===== config.mk =====
export PLATFORM = sky130hd
export DESIGN_NAME = logic_stage_16bit
export DESIGN_NICKNAME = d
export VERILOG_FILES = /design/src/rtl/logic_stage_16bit.sv
export SDC_FILE = /design/constraint.sdc
export NUM_CORES = 1
export LEC_CHECK = 0
export CORE_ASPECT_RATIO = 0.7
export CORE_MARGIN = 4
export CORE_UTILIZATION = 46
export CTS_CLUSTER_SIZE = 30
export DETAILED_ROUTE_END_ITERATION = 10
export PLACE_DENSITY_LB_ADDON = 0.15
export SLEW_MARGIN = 20
export SYNTH_ARGS = -nofsm -noshare
export SYNTH_HDL_FRONTEND = slang
export SYNTH_SLANG_ARGS = --single-unit

===== constraint.sdc =====
create_clock -name clk -period 1.58 [get_ports clk]
set_input_delay 0.316 -clock clk [delete_from_list [all_inputs] [get_ports clk]]
set_output_delay 0.316 -clock clk [all_outputs]
set_load 0.02 [all_outputs]

===== src/rtl/logic_stage_16bit.sv =====
// Registered OR/AND/XOR/ANDN stage with zero flag and a 2-entry skid buffer (in_ready from a flop).
// Optional macro LOGIC_STAGE_PARITY_EN adds out_par, an even-parity bit stored alongside each result.
module logic_stage_16bit #(
  parameter int WIDTH = 16
) (
  input  logic             clk,
  input  logic             rst,
  input  logic             in_valid,
  output logic             in_ready,
  input  logic [1:0]       op,
  input  logic [WIDTH-1:0] in1,
  input  logic [WIDTH-1:0] in2,
  output logic             out_valid,
  input  logic             out_ready,
  output logic [WIDTH-1:0] out,
  output logic             out_zero
`ifdef LOGIC_STAGE_PARITY_EN
  ,
  output logic             out_par
`endif
);

  typedef enum logic [1:0] {
    EMPTY = 2'b00,
    ONE   = 2'b10,
    FULL  = 2'b11
  } state_t;

  state_t state, next_state;

  logic [WIDTH-1:0] or_bits, and_bits, xor_bits, andn_bits, result;
  logic [WIDTH-1:0] main_res, skid_res;
  logic             main_zero, skid_zero;
  logic             accept;
  logic             load_main_new, load_main_skid, load_skid;

  for (genvar i = 0; i < WIDTH; i++) begin : g_bit
    assign or_bits[i]   = in1[i] | in2[i];
    assign and_bits[i]  = in1[i] & in2[i];
    assign xor_bits[i]  = in1[i] ^ in2[i];
    assign andn_bits[i] = in1[i] & ~in2[i];
  end

  always_comb begin
    case (op)
      2'b00:   result = or_bits;
      2'b01:   result = and_bits;
      2'b10:   result = xor_bits;
      default: result = andn_bits;
    endcase
  end

  assign accept    = in_valid & in_ready;
  assign out_valid = (state != EMPTY);
  assign out       = main_res;
  assign out_zero  = main_zero;

  always_comb begin
    next_state     = state;
    load_main_new  = 1'b0;
    load_main_skid = 1'b0;
    load_skid      = 1'b0;
    case (state)
      EMPTY: begin
        if (accept) begin
          next_state    = ONE;
          load_main_new = 1'b1;
        end
      end
      ONE: begin
        if (accept && out_ready) begin
          load_main_new = 1'b1;
        end else if (accept) begin
          next_state = FULL;
          load_skid  = 1'b1;
        end else if (out_ready) begin
          next_state = EMPTY;
        end
      end
      FULL: begin
        if (out_ready) begin
          next_state     = ONE;
          load_main_skid = 1'b1;
        end
      end
      default: next_state = EMPTY;
    endcase
  end

  // in_ready stays low for the reset cycle and only then tracks "skid not full"
  always_ff @(posedge clk) begin
    if (rst) begin
      state    <= EMPTY;
      in_ready <= 1'b0;
    end else begin
      state    <= next_state;
      in_ready <= (next_state != FULL);
    end
  end

  always_ff @(posedge clk) begin
    if (rst) begin
      main_res  <= '0;
      main_zero <= 1'b0;
      skid_res  <= '0;
      skid_zero <= 1'b0;
    end else begin
      if (load_main_new) begin
        main_res  <= result;
        main_zero <= ~|result;
      end else if (load_main_skid) begin
        main_res  <= skid_res;
        main_zero <= skid_zero;
      end
      if (load_skid) begin
        skid_res  <= result;
        skid_zero <= ~|result;
      end
    end
  end

`ifdef LOGIC_STAGE_PARITY_EN
  logic skid_par;

  always_ff @(posedge clk) begin
    if (rst) begin
      out_par  <= 1'b0;
      skid_par <= 1'b0;
    end else begin
      if (load_main_new) begin
        out_par <= ^result;
      end else if (load_main_skid) begin
        out_par <= skid_par;
      end
      if (load_skid) begin
        skid_par <= ^result;
      end
    end
  end
`endif

endmodule


==> load_flow_metrics.sql, run 1 <==
INSERT INTO impl_metrics (metric_group, metric, value, unit) VALUES
('status', 'outcome', 'completed', ''),
('timing', 'fin_setup_tns', '0', 'ps'),
('floorplanning', 'die_h', '69.7', 'um'),
('placement', 'gp_congestion', '0.858', ''),
('clocking', 'clock_tree.htree_level_count', '2', ''),
('final_layout', 'n_antenna_cell', '0', ''),
('placement', 'place_area', '3480', 'sq um'),
('setup_path', 'critPathRequiredTime', '1790', 'ps'),
('synthesis', 'synth-warning-count', '0', ''),
('route', 'drc_errors', '0', ''),
('clocking', 'cts_made_buffers', '5', ''),
('pwr', 'power.ir.vdd_worst', '372', 'uV'),
('global_route', 'grt_pass1_vias', '2536', ''),
('timing', 'final_hold_viol_count', '0', ''),
('pwr', 'static-leakage-power', '1.93', 'nW'),
('global_route', 'antenna_found_initial', '0', ''),
('timing', 'clock-skew-final', '7.71', 'ps'),
('floorplanning', 'pin_count', '57', ''),
('timing', 'grt_setup_unrepaired', 'yes', ''),
('route', 'vias', '2620', ''),
('synthesis', 'netlist_instances', '313', ''),
('clocking', 'cts.clk_slew.worst_paths', '70', 'ps'),
('global_route', 'grt_overflow_total', '0', ''),
('timing', 'max_freq', '648', 'MHz'),
('timing', 'layout_min_cycle_time', '1540', 'ps'),
('floorplanning', 'die-width', '96.2', 'um'),
('synthesis', 'ys_seq_area_share', '29.6', '%'),
('final_layout', 'layout-drive-gt1-share', '33.6', '%'),
('setup_path', 'critical_path_class', 'input port to flip-flop', ''),
('timing', 'slew_headroom', '76.0', '%'),
('pwr', 'power.density_cell_area', '611', 'nW/um^2'),
('floorplanning', 'core.rowCount', '22', ''),
('timing', 'worst_slew_pin_slew', '359', 'ps'),
('synthesis', 'synth.ff_latch_count', '37', ''),
('timing', 'final_critical_path_setup_slack', '35.9', 'ps'),
('synthesis', 'synth_fp_nets', '367', ''),
('placement', 'place.detailed.hpwl', '4790', 'um'),
('synthesis', 'synthTopCellsByArea', 'sky130_fd_sc_hd__dfxtp_1 30%, sky130_fd_sc_hd__ha_1 8.0%, sky130_fd_sc_hd__inv_1 5.5%', ''),
('clocking', 'cts.hold.buffers_added', '0', ''),
('route', 'drt_iter0_drc', '123', ''),
('setup_path', 'timing.critical_path.arrival', '1760', 'ps'),
('synthesis', 'yosys_top_cell_area_share', '29.6', '%'),
('clocking', 'tritoncts', 'built', ''),
('timing', 'setup_violations', '0', ''),
('final_layout', 'final_cell_area', '3990', 'sq um'),
('placement', 'post_place_worst_slack', '-775', 'ps'),
('run', 'cap_violations', '0', ''),
('worst_hold_path', 'hold_path.class', 'flip-flop to flip-flop', ''),
('route', 'detail_route.vias_per_cell', '5.23', ''),
('route', 'drt_first_pass_iters', '4', ''),
('setup_path', 'worstSetupEndpointType', 'flip-flop', ''),
('timing', 'post-route-period-util', '97.7', '%'),
('route', 'ant_nets', '0', ''),
('synthesis', 'post_synth_instance_area', '2500', 'sq um'),
('global_route', 'track_usage', '21.9', '%'),
('setup_path', 'cp-start-kind', 'input port', ''),
('synthesis', 'ys_dominant_reg_cell', 'sky130_fd_sc_hd__dfxtp_1', ''),
('final_layout', 'filler_cell_count', '359', ''),
('clocking', 'ctsRootBufferMaster', 'sky130_fd_sc_hd__clkbuf_8', ''),
('placement', 'portBuffers', '56', ''),
('timing', 'timing.final.max_slew_violations', '0', ''),
('global_route', 'grt_start_max_net_pins', '15', ''),
('synthesis', 'netlist.top_cell.by_area', 'sky130_fd_sc_hd__dfxtp_1', ''),
('clocking', 'cts_max_path_buffers', '2', ''),
('synthesis', 'synthesis.area_per_instance', '8.00', 'sq um'),
('final_layout', 'synthToLayoutAreaGrowth', '59.4', '%'),
('setup_path', 'worstPathMaxFanout', '2', ''),
('floorplanning', 'die_area', '6710', 'sq um'),
('final_layout', 'design.final.nets', '482', ''),
('global_route', 'first_pass_grt_wire_length', '11500', 'um'),
('route', 'detail_route.wirelength', '7300', 'um'),
('synthesis', 'synthDistinctLibCells', '42', ''),
('synthesis', 'async_flop_share', '0', '%'),
('clocking', 'worst_skew_pair.late_latency', '300', 'ps'),
('route', 'wl_per_cell', '14.6', 'um'),
('synthesis', 'synth_enable_flop_cells', '0', ''),
('clocking', 'sinks_on_clock_net', '37', ''),
('floorplanning', 'starting_density', '47.6', '%'),
('floorplanning', 'core_region_area', '5260', 'sq um');
## metrics by stage
stage	utilization [%]	std cells	power [mW]	hold WS, ps
final	75.9	501	2.44	451
after global routing	75.9	501	2.55	471
after CTS	71.9	493	2.35	455
after detailed placement	66.1	477	1.64	446
after global placement	66.1	477	1.62	437
after floorplan	-	313	1.32	436
## logic make-up (layout without fill, tap and decap cells)
logic type	Yosys count	in the layout	share of synthesized area (%)
compound gates	64	64	19.2
xor+xnor	8	8	2.80
fa+ha+maj	16	16	8.00
buf+inv	59	175	11.4
flops	37	37	29.6
mux	4	4	4.05
simple gates	125	125	24.9
## layout by cell type, fill, tap and decap left out, drive strengths merged, types with 9 or more instances in the layout
| master | count |
|---|---|
| buf | 75 |
| dfxtp | 37 |
| inv | 37 |
| nand2 | 36 |
| nor2 | 35 |
| a21oi | 26 |
| clkdlybuf4s15 | 16 |
| ha | 16 |
| clkbuf | 15 |
| o221ai | 12 |
| dlymetal6s2s | 12 |
| nand2b | 10 |
| nor2b | 10 |
| nor3 | 9 |
| dlygate4sd2 | 9 |
## critical path: stages
cell	delay, ps
sky130_fd_sc_hd__clkdlybuf4s15_2	190
sky130_fd_sc_hd__inv_1	40
sky130_fd_sc_hd__ha_1	280
sky130_fd_sc_hd__nor2b_1	140
sky130_fd_sc_hd__o32ai_2	130
sky130_fd_sc_hd__nor4_4	340
sky130_fd_sc_hd__nand2_2	100
sky130_fd_sc_hd__o31ai_1	220
## final timing paths
kind / from / to / slack, ps / depth (start not counted)
min: out[7] / out[7] / 450 / 2
max: in1[5] / out_zero / 40 / 8
max reg2reg: state[1] / out[10] / 110 / 5
min reg2reg: out[7] / out[7] / 450 / 2
## cell usage after synthesis, types with 2 or more instances
master	number
sky130_fd_sc_hd__clkbuf_1	7
sky130_fd_sc_hd__o32ai_1	7
sky130_fd_sc_hd__a21oi_1	26
sky130_fd_sc_hd__nand2b_1	10
sky130_fd_sc_hd__o31ai_1	2
sky130_fd_sc_hd__nor2b_1	10
sky130_fd_sc_hd__buf_2	7
sky130_fd_sc_hd__a311oi_1	4
sky130_fd_sc_hd__nor3_1	9
sky130_fd_sc_hd__nor2_1	35
sky130_fd_sc_hd__nor4_2	2
sky130_fd_sc_hd__inv_1	37
sky130_fd_sc_hd__dfxtp_1	37
sky130_fd_sc_hd__a32oi_1	3
sky130_fd_sc_hd__o221ai_1	12
sky130_fd_sc_hd__nand3b_1	6
sky130_fd_sc_hd__nand2_1	35
sky130_fd_sc_hd__and2b_1	7
sky130_fd_sc_hd__o21ba_2	2
sky130_fd_sc_hd__mux4_1	3
sky130_fd_sc_hd__ha_1	16
sky130_fd_sc_hd__nand3_1	4
sky130_fd_sc_hd__xnor2_1	8
sky130_fd_sc_hd__buf_6	6
## routing by layer
layer | track usage (%) | part of all wire, % | vias up
li1 | - | - | 1305
met1 | 29.0 | 43 | 1215
met2 | 35.6 | 48 | 90
met3 | 4.01 | 7.0 | 10
met4 | 6.94 | 1.5 | 0
met5 | 0 | 0 | -
## power by group
| part | switching, mW | internal (mW) | total, mW |
|---|---|---|---|
| logic | 0.373 | 0.446 | 0.819 |
| registers | 0.0129 | 0.954 | 0.966 |
| clock network | 0.346 | 0.306 | 0.651 |
| total | 0.732 | 1.71 | 2.44 |
## registers in the layout, indices dropped and copies added (netlist names)
name and cells:
in_ready 1, out 16, state 2, out_zero 1, skid_res 16, skid_zero 1
## repair_timing
item,in CTS,in global routing
buffers inserted,10,8
pin swaps,23,26
cloned,2,0
gates resized for setup,80,68
endpoints found under the setup margin,35,32
## final cells by class
cell class | instances | area [sq um] | area share [%]
clock buffers | 6 | 72.6 | 1.82
clock inverters | 2 | 10.0 | 0.251
inverters | 37 | 139 | 3.48
multi-input cells | 217 | 1750 | 43.7
flip-flops and latches | 37 | 741 | 18.6
well taps | 72 | 90.1 | 2.26
repair buffers | 130 | 1190 | 29.9
No activity file was read; power rests on OpenSTA's default activity.
==> run 2: changes to the inputs <==
Settings changed: ABC_AREA from default to 1.
==> run 2 against run 1 <==
Cell count grew 18%. Clock-buffer cell count is the same. Combinational power shrank 4.8%. Synthesized area grew 4.0%. Hold slack gained 44 ps. Routed wire length shrank 8.1%. Clock power shrank 4.5%.
==> load_flow_metrics.sql, run 2 <==
INSERT INTO impl_metrics (metric_group, metric, value, unit) VALUES
('setup_path', 'timing.critical_path.arrival', '1220', 'ps'),
('setup_path', 'cpLargestDelayFamily', 'buffers and inverters', ''),
('clocking', 'cts.clk_slew.worst_paths', '70', 'ps'),
('clocking', 'worst_skew_pair.late_latency', '280', 'ps'),
('placement', 'portBuffers', '56', ''),
('pwr', 'net-switching-power', '744', 'uW'),
('floorplanning', 'core_region_area', '5370', 'sq um'),
('synthesis', 'synth.ff_latch_count', '37', ''),
('pwr', 'share_comb_of_total_power', '32.5', '%'),
('floorplanning', 'die_area', '6950', 'sq um'),
('final_layout', 'final_common_cell', 'sky130_fd_sc_hd__nand2_1', ''),
('timing', 'worst_slew_pin_slew', '304', 'ps'),
('route', 'met2_length', '3180', 'um'),
('setup_path', 'max_stage_delay', '610', 'ps'),
('floorplanning', 'die-width', '97.9', 'um'),
('pwr', 'power_report.internal_total', '1.65', 'mW'),
('synthesis', 'ys_dominant_reg_cell', 'sky130_fd_sc_hd__dfxtp_1', ''),
('global_route', 'track_usage', '18.8', '%'),
('pwr', 'switching_fraction_of_total_power', '31.1', '%'),
('route', 'detail_route.vias_per_cell', '4.85', ''),
('final_layout', 'design.final.nets', '570', ''),
('pwr', 'static-leakage-power', '2.05', 'nW'),
('clocking', 'sinks_on_clock_net', '37', ''),
('global_route', 'grt_pass1_vias', '2589', ''),
('route', 'wl_met3', '337', 'um'),
('global_route', 'antenna_found_initial', '0', ''),
('timing', 'grt_setup_unrepaired', 'yes', ''),
('synthesis', 'synth_enable_flop_cells', '0', ''),
('global_route', 'first_pass_grt_wire_length', '11100', 'um'),
('setup_path', 'critical_path_class', 'flip-flop to output pin', ''),
('route', 'drc_errors', '0', ''),
('floorplanning', 'pin_count', '57', ''),
('timing', 'timing.final.max_slew_violations', '0', ''),
('synthesis', 'synthTopCellsByArea', 'sky130_fd_sc_hd__dfxtp_1 28%, sky130_fd_sc_hd__nand2_1 17%, sky130_fd_sc_hd__inv_1 14%', ''),
('clocking', 'clock_tree.htree_level_count', '2', ''),
('placement', 'placed_cells_incl_taps', '569', ''),
('synthesis', 'netlist.top_cell.by_area', 'sky130_fd_sc_hd__dfxtp_1', ''),
('final_layout', 'synthToLayoutAreaGrowth', '43.5', '%'),
('final_layout', 'layout-drive-gt1-share', '19.1', '%'),
('placement', 'gp_congestion', '0.813', ''),
('pwr', 'sequentialPowerShare', '41.5', '%'),
('setup_path', 'critical_path.cell_chain', 'clkdlybuf4s50_1', ''),
('synthesis', 'async_flop_share', '0', '%'),
('route', 'drt_iter0_drc', '130', ''),
('synthesis', 'synth_commonest_cells', '118 x sky130_fd_sc_hd__nand2_1, 95 x sky130_fd_sc_hd__inv_1, 39 x sky130_fd_sc_hd__o21ai_0', ''),
('clocking', 'tritoncts', 'built', ''),
('route', 'wl_per_cell', '11.4', 'um'),
('setup_path', 'critPathRequiredTime', '1260', 'ps'),
('pwr', 'power.density_cell_area', '641', 'nW/um^2'),
('synthesis', 'synth_fp_nets', '479', ''),
('route', 'maxUsedRoutingLayer', 'met4', ''),
('synthesis', 'post_synth_instance_area', '2600', 'sq um'),
('setup_path', 'worstPathMaxFanout', '2', ''),
('status', 'outcome', 'completed', ''),
('timing', 'max_freq', '650', 'MHz'),
('synthesis', 'yosys_top_cell_area_share', '28.4', '%'),
('global_route', 'grt_start_max_net_pins', '35', ''),
('run', 'cap_violations', '0', ''),
('pwr', 'power.ir.vdd_worst', '410', 'uV'),
('synthesis', 'netlist_instances', '425', ''),
('clocking', 'cts_max_path_buffers', '2', ''),
('timing', 'layout_min_cycle_time', '1540', 'ps'),
('floorplanning', 'die_h', '70.9', 'um'),
('setup_path', 'worstSetupEndpointType', 'output pin', ''),
('final_layout', 'layout_common_cells', '98 x sky130_fd_sc_hd__nand2_1, 91 x sky130_fd_sc_hd__inv_1, 39 x sky130_fd_sc_hd__o21ai_0, 37 x sky130_fd_sc_hd__dfxtp_1', ''),
('setup_path', 'critical_path_depth', '1', ''),
('clocking', 'cts.hold.buffers_added', '0', ''),
('setup_path', 'timing.reg2reg.worst_path_depth', '8', ''),
('final_layout', 'final_cell_area', '3740', 'sq um'),
('floorplanning', 'starting_density', '48.5', '%'),
('pwr', 'clock_power_share', '26.0', '%'),
('timing', 'fin_setup_tns', '0', 'ps'),
('route', 'vias', '2855', ''),
('worst_hold_path', 'hold_path.class', 'flip-flop to flip-flop', ''),
('synthesis', 'synthDistinctLibCells', '21', ''),
('route', 'detail_route.wirelength', '6710', 'um'),
('route', 'drt_first_pass_iters', '4', ''),
('timing', 'setup_violations', '0', ''),
('timing', 'final_hold_viol_count', '0', ''),
('route', 'routedLengthMet1', '3160', 'um'),
('timing', 'clock-skew-final', '1.81', 'ps'),
('clocking', 'ctsRootBufferMaster', 'sky130_fd_sc_hd__clkbuf_8', ''),
('placement', 'place.detailed.hpwl', '4840', 'um'),
('timing', 'post-route-period-util', '97.4', '%'),
('timing', 'slew_headroom', '79.5', '%'),
('placement', 'place_area', '3460', 'sq um'),
('setup_path', 'number_of_buffers_and_inverters_on_the_critical_path', '1', ''),
('global_route', 'grt_overflow_total', '0', ''),
('worst_hold_path', 'timing.hold.worst_path_depth', '2', ''),
('setup_path', 'cp-start-kind', 'flip-flop', ''),
('final_layout', 'instances_no_fill', '589', ''),
('synthesis', 'synth-warning-count', '0', ''),
('synthesis', 'synthesis.area_per_instance', '6.13', 'sq um'),
('synthesis', 'ys_seq_area_share', '28.4', '%'),
('final_layout', 'n_antenna_cell', '0', ''),
('clocking', 'cts_made_buffers', '5', ''),
('synthesis', 'yosys.cell_count.top_type', 'sky130_fd_sc_hd__nand2_1', ''),
('route', 'ant_nets', '0', ''),
('setup_path', 'critical-path-slowest-cell', 'sky130_fd_sc_hd__clkdlybuf4s50_1', ''),
('floorplanning', 'core.rowCount', '22', '');
[run 2: repair_timing]
| item | 4_1_cts | 5_1_grt |
|---|---|---|
| setup endpoints to repair | 29 | 10 |
| buffers inserted | 6 | 4 |
| gates resized for setup | 48 | 35 |
| gates cloned | 1 | 1 |
| pin swaps | 14 | 21 |
| hold endpoints to repair | 0 | 0 |
[run 2: worst paths after layout]
check	start	end	slack (ps)
worst max register to register	state[1]	skid_res[1]	250
worst min register to register	skid_res[14]	skid_res[14]	490
worst max-delay path	out[10]	out[10]	40
worst min-delay path	skid_res[14]	skid_res[14]	490
[run 2: cell families (layout without fill, tap and decap cells)]
family	Yosys count	after routing	synth area share, %
AO/OA/AOI/OAI	71	71	14.9
adder cells (fa/ha/maj)	16	16	7.69
buffers and inverters	121	213	19.6
flip-flops	37	37	28.4
AND/OR/NAND/NOR	180	180	29.4
[run 2: worst reg2reg max path, stage by stage, from the launching register on]
cell and delay [ps]:
sky130_fd_sc_hd__dfxtp_1 330, sky130_fd_sc_hd__inv_1 50, sky130_fd_sc_hd__nor2_1 150, sky130_fd_sc_hd__inv_1 110, sky130_fd_sc_hd__nor2_4 160, sky130_fd_sc_hd__buf_12 150
sky130_fd_sc_hd__inv_2 50, sky130_fd_sc_hd__o21ai_0 170, sky130_fd_sc_hd__inv_1 50
[run 2: through the flow]
| stage | utilization [%] | hold WS [ps] | power [mW] | setup slack [ps] |
|---|---|---|---|---|
| detailed placement | 64.5 | 472 | 1.74 | -476 |
| CTS | 67.3 | 495 | 2.37 | 14.1 |
| finish | 69.6 | 495 | 2.40 | 40.7 |
| global route | 69.6 | 518 | 2.54 | -46.4 |
| floorplan | - | 459 | 1.40 | 33.7 |
| global placement | 64.5 | 471 | 1.73 | -433 |
[run 2: metal layers]
layer	GRT usage (%)	up-vias
li1	-	1494
met1	25.1	1303
met2	32.1	54
met3	4.33	4
met4	2.30	0
met5	0	-
[run 2: area by class of cell]
type / count / area [sq um]
Clock inverter: 2 / 10.0
Tap cell: 72 / 90.1
Multi-Input combinational cell: 267 / 1430
Timing Repair Buffer: 105 / 1010
Sequential cell: 37 / 741
Inverter: 100 / 378
Clock buffer: 6 / 72.6
Fill cell: 476 / 1630
[run 2: power groups by stage]
stage | Clock [mW] | Combinational (mW) | Sequential (mW)
after global placement | 0 | 0.715 | 1.02
final | 0.622 | 0.780 | 0.994
after floorplan | 0 | 0.346 | 1.06
after global routing | 0.671 | 0.868 | 0.998
after CTS | 0.645 | 0.735 | 0.995
after detailed placement | 0 | 0.729 | 1.02
==> run 3: changes to the inputs <==
Settings changed: CTS_BUF_LIST from default to sky130_fd_sc_hd__clkbuf_16.
==> run 3 against run 2 <==
Maximum frequency is 0.46% higher. Cell count stayed put. Non-clock buffer count stayed put. Critical path depth stayed put. Cell area is 2.0% higher. Highest routed layer unchanged.
==> load_flow_metrics.sql, run 3 (synthesis results as in run 2) <==
INSERT INTO impl_metrics (metric_group, metric, value, unit) VALUES
('status', 'outcome', 'completed', ''),
('pwr', 'power.density_cell_area', '710', 'nW/um^2'),
('final_layout', 'n_antenna_cell', '0', ''),
('clocking', 'worst_skew_pair.late_latency', '270', 'ps'),
('floorplanning', 'starting_density', '48.5', '%'),
('pwr', 'share_comb_of_total_power', '29.3', '%'),
('setup_path', 'max_stage_delay', '610', 'ps'),
('route', 'vias', '2873', ''),
('final_layout', 'synthToLayoutAreaGrowth', '46.4', '%'),
('clocking', 'clock_tree.htree_level_count', '2', ''),
('setup_path', 'number_of_buffers_and_inverters_on_the_critical_path', '1', ''),
('pwr', 'power_report.internal_total', '1.93', 'mW'),
('timing', 'fin_setup_tns', '0', 'ps'),
('clocking', 'cts_made_buffers', '5', ''),
('setup_path', 'regToRegSetupSlack', '260', 'ps'),
('placement', 'placed_cells_incl_taps', '569', ''),
('timing', 'worst_hold_slack', '491', 'ps'),
('placement', 'portBuffers', '56', ''),
('global_route', 'grt_start_max_net_pins', '35', ''),
('pwr', 'power.ir.vdd_worst', '514', 'uV'),
('pwr', 'net-switching-power', '777', 'uW'),
('setup_path', 'cpLargestDelayFamily', 'buffers and inverters', ''),
('setup_path', 'critical_path_class', 'flip-flop to output pin', ''),
('setup_path', 'worstPathMaxFanout', '2', ''),
('pwr', 'static-leakage-power', '2.05', 'nW'),
('setup_path', 'critical_path_depth', '1', ''),
('clocking', 'cts.hold.buffers_added', '0', ''),
('final_layout', 'instances_no_fill', '589', ''),
('setup_path', 'startpoint', 'out[3]', ''),
('setup_path', 'timing.reg2reg.worst_path_depth', '8', ''),
('setup_path', 'critical-path-slowest-cell', 'sky130_fd_sc_hd__clkdlybuf4s50_1', ''),
('pwr', 'switching_fraction_of_total_power', '28.7', '%'),
('timing', 'post-route-period-util', '97.0', '%'),
('route', 'ant_nets', '0', ''),
('final_layout', 'layout_common_cells', '101 x sky130_fd_sc_hd__nand2_1, 91 x sky130_fd_sc_hd__inv_1, 37 x sky130_fd_sc_hd__o21ai_0, 37 x sky130_fd_sc_hd__dfxtp_1, 33 x sky130_fd_sc_hd__buf_4', ''),
('setup_path', 'critPathRequiredTime', '1260', 'ps'),
('clocking', 'ctsRootBufferMaster', 'sky130_fd_sc_hd__clkbuf_16', ''),
('clocking', 'tritoncts', 'built', ''),
('timing', 'worst_slew_pin_slew', '269', 'ps'),
('setup_path', 'timing.rr.end', 'out[0]', ''),
('clocking', 'sinks_on_clock_net', '37', ''),
('setup_path', 'cp-start-kind', 'flip-flop', ''),
('run', 'cap_violations', '0', ''),
('route', 'detail_route.wirelength', '7010', 'um'),
('placement', 'gp_congestion', '0.813', ''),
('final_layout', 'utilization', '71.0', '%'),
('clocking', 'cts.clk_slew.worst_paths', '50', 'ps'),
('setup_path', 'timing.critical_path.arrival', '1220', 'ps'),
('route', 'drt_first_pass_iters', '5', ''),
('final_layout', 'layout-drive-gt1-share', '18.6', '%'),
('floorplanning', 'die-width', '97.9', 'um'),
('timing', 'layout_min_cycle_time', '1530', 'ps'),
('timing', 'final_hold_viol_count', '0', ''),
('floorplanning', 'pin_count', '57', ''),
('placement', 'place.detailed.hpwl', '4840', 'um'),
('pwr', 'clock_power_share', '33.9', '%'),
('setup_path', 'rr_startpoint', 'in_ready', ''),
('clocking', 'cts_max_path_buffers', '2', ''),
('route', 'detail_route.vias_per_cell', '4.88', ''),
('route', 'wl_per_cell', '11.9', 'um'),
('timing', 'setup_violations', '0', ''),
('global_route', 'antenna_found_initial', '0', ''),
('timing', 'timing.final.max_slew_violations', '0', ''),
('global_route', 'first_pass_grt_wire_length', '11300', 'um'),
('timing', 'grt_setup_unrepaired', 'yes', ''),
('route', 'drt_iter0_drc', '184', ''),
('setup_path', 'worstSetupEndpointType', 'output pin', ''),
('floorplanning', 'die_area', '6950', 'sq um'),
('timing', 'max_freq', '653', 'MHz'),
('floorplanning', 'core.rowCount', '22', ''),
('global_route', 'grt_overflow_total', '0', ''),
('timing', 'clock-skew-final', '1.95', 'ps'),
('setup_path', 'critical_path.cell_chain', 'clkdlybuf4s50_1', ''),
('floorplanning', 'die_h', '70.9', 'um'),
('worst_hold_path', 'hold_path.class', 'flip-flop to flip-flop', ''),
('setup_path', 'crit_end', 'out[3]', ''),
('final_layout', 'final_common_cell', 'sky130_fd_sc_hd__nand2_1', ''),
('final_layout', 'design.final.nets', '570', ''),
('pwr', 'sequentialPowerShare', '36.8', '%'),
('global_route', 'grt_pass1_vias', '2635', ''),
('timing', 'slew_headroom', '82.1', '%'),
('floorplanning', 'core_region_area', '5370', 'sq um'),
('route', 'drc_errors', '0', ''),
('global_route', 'track_usage', '19.1', '%');
## run 3: changes by cell type in the layout (fill, tap and decap cells not counted), moves of 3 or more
cell	previous run	this run
sky130_fd_sc_hd__clkbuf_16	0	7
sky130_fd_sc_hd__clkbuf_8	5	0
sky130_fd_sc_hd__clkdlybuf4s15_1	1	6
sky130_fd_sc_hd__clkdlybuf4s50_1	17	20
sky130_fd_sc_hd__dlygate4sd2_1	34	28
sky130_fd_sc_hd__nand2_1	98	101
sky130_fd_sc_hd__nand2_2	20	17
## run 3: cell type report
class	instances	area, sq um
Fill cell	456	1560
Sequential cell	37	741
Inverter	100	378
Clock inverter	3	13.8
Timing Repair Buffer	105	1040
Clock buffer	5	125
Tap cell	72	90.1
Multi-Input combinational cell	267	1420
## run 3: layer usage
layer  vias to the layer above  part of all wire, %  GRT usage [%]
li1                       1496                    -              -
met1                      1301                   47           25.7
met2                        74                   47           32.4
met3                         2                  5.8           4.04
met4                         0                 0.20           3.07
met5                         -                    0              0
## run 3: worst reg2reg max path, cell delays in order (launching register included)
cell and delay [ps]:
sky130_fd_sc_hd__dfxtp_1 320, sky130_fd_sc_hd__nand2_1 80, sky130_fd_sc_hd__nor2_2 120, sky130_fd_sc_hd__inv_2 80, sky130_fd_sc_hd__nor2_4 160, sky130_fd_sc_hd__buf_12 150
sky130_fd_sc_hd__nand3_1 80, sky130_fd_sc_hd__o21ai_0 120, sky130_fd_sc_hd__a21oi_1 90
## run 3: timing repair
action                                  4_1_cts  5_1_grt
setup buffers                                 8        1
pin swaps                                    14       16
gates cloned                                  1        3
endpoints found under the setup margin       29       24
gates resized for setup                      47       38
## run 3: power groups by stage
stage | clock network, mW | logic (mW) | registers [mW]
after CTS | 0.934 | 0.741 | 0.997
after global routing | 0.975 | 0.880 | 1.00
after floorplan | 0 | 0.346 | 1.06
after detailed placement | 0 | 0.729 | 1.02
final | 0.918 | 0.793 | 0.996
after global placement | 0 | 0.715 | 1.02
## run 3: stage by stage
stage | setup slack, ps | cell area (sq um) | power, mW
6_report | 47.7 | 3810 | 2.71
5_1_grt | -23.9 | 3810 | 2.86
4_1_cts | 14.4 | 3680 | 2.67
3_5_place_dp | -476 | 3460 | 1.74
2_1_floorplan | 33.7 | 2600 | 1.40
3_3_place_gp | -433 | 3460 | 1.73
## run 3: how the worst min path moves through the flow
stage | start | to | cells after the start
6_report | skid_res[11] | skid_res[11] | 2
5_1_grt | skid_res[9] | skid_res[9] | 2
4_1_cts | skid_res[11] | skid_res[11] | 2
3_5_place_dp | skid_res[6] | skid_res[6] | 2
3_3_place_gp | skid_res[10] | skid_res[10] | 2
2_1_floorplan | skid_res[3] | skid_res[3] | 2
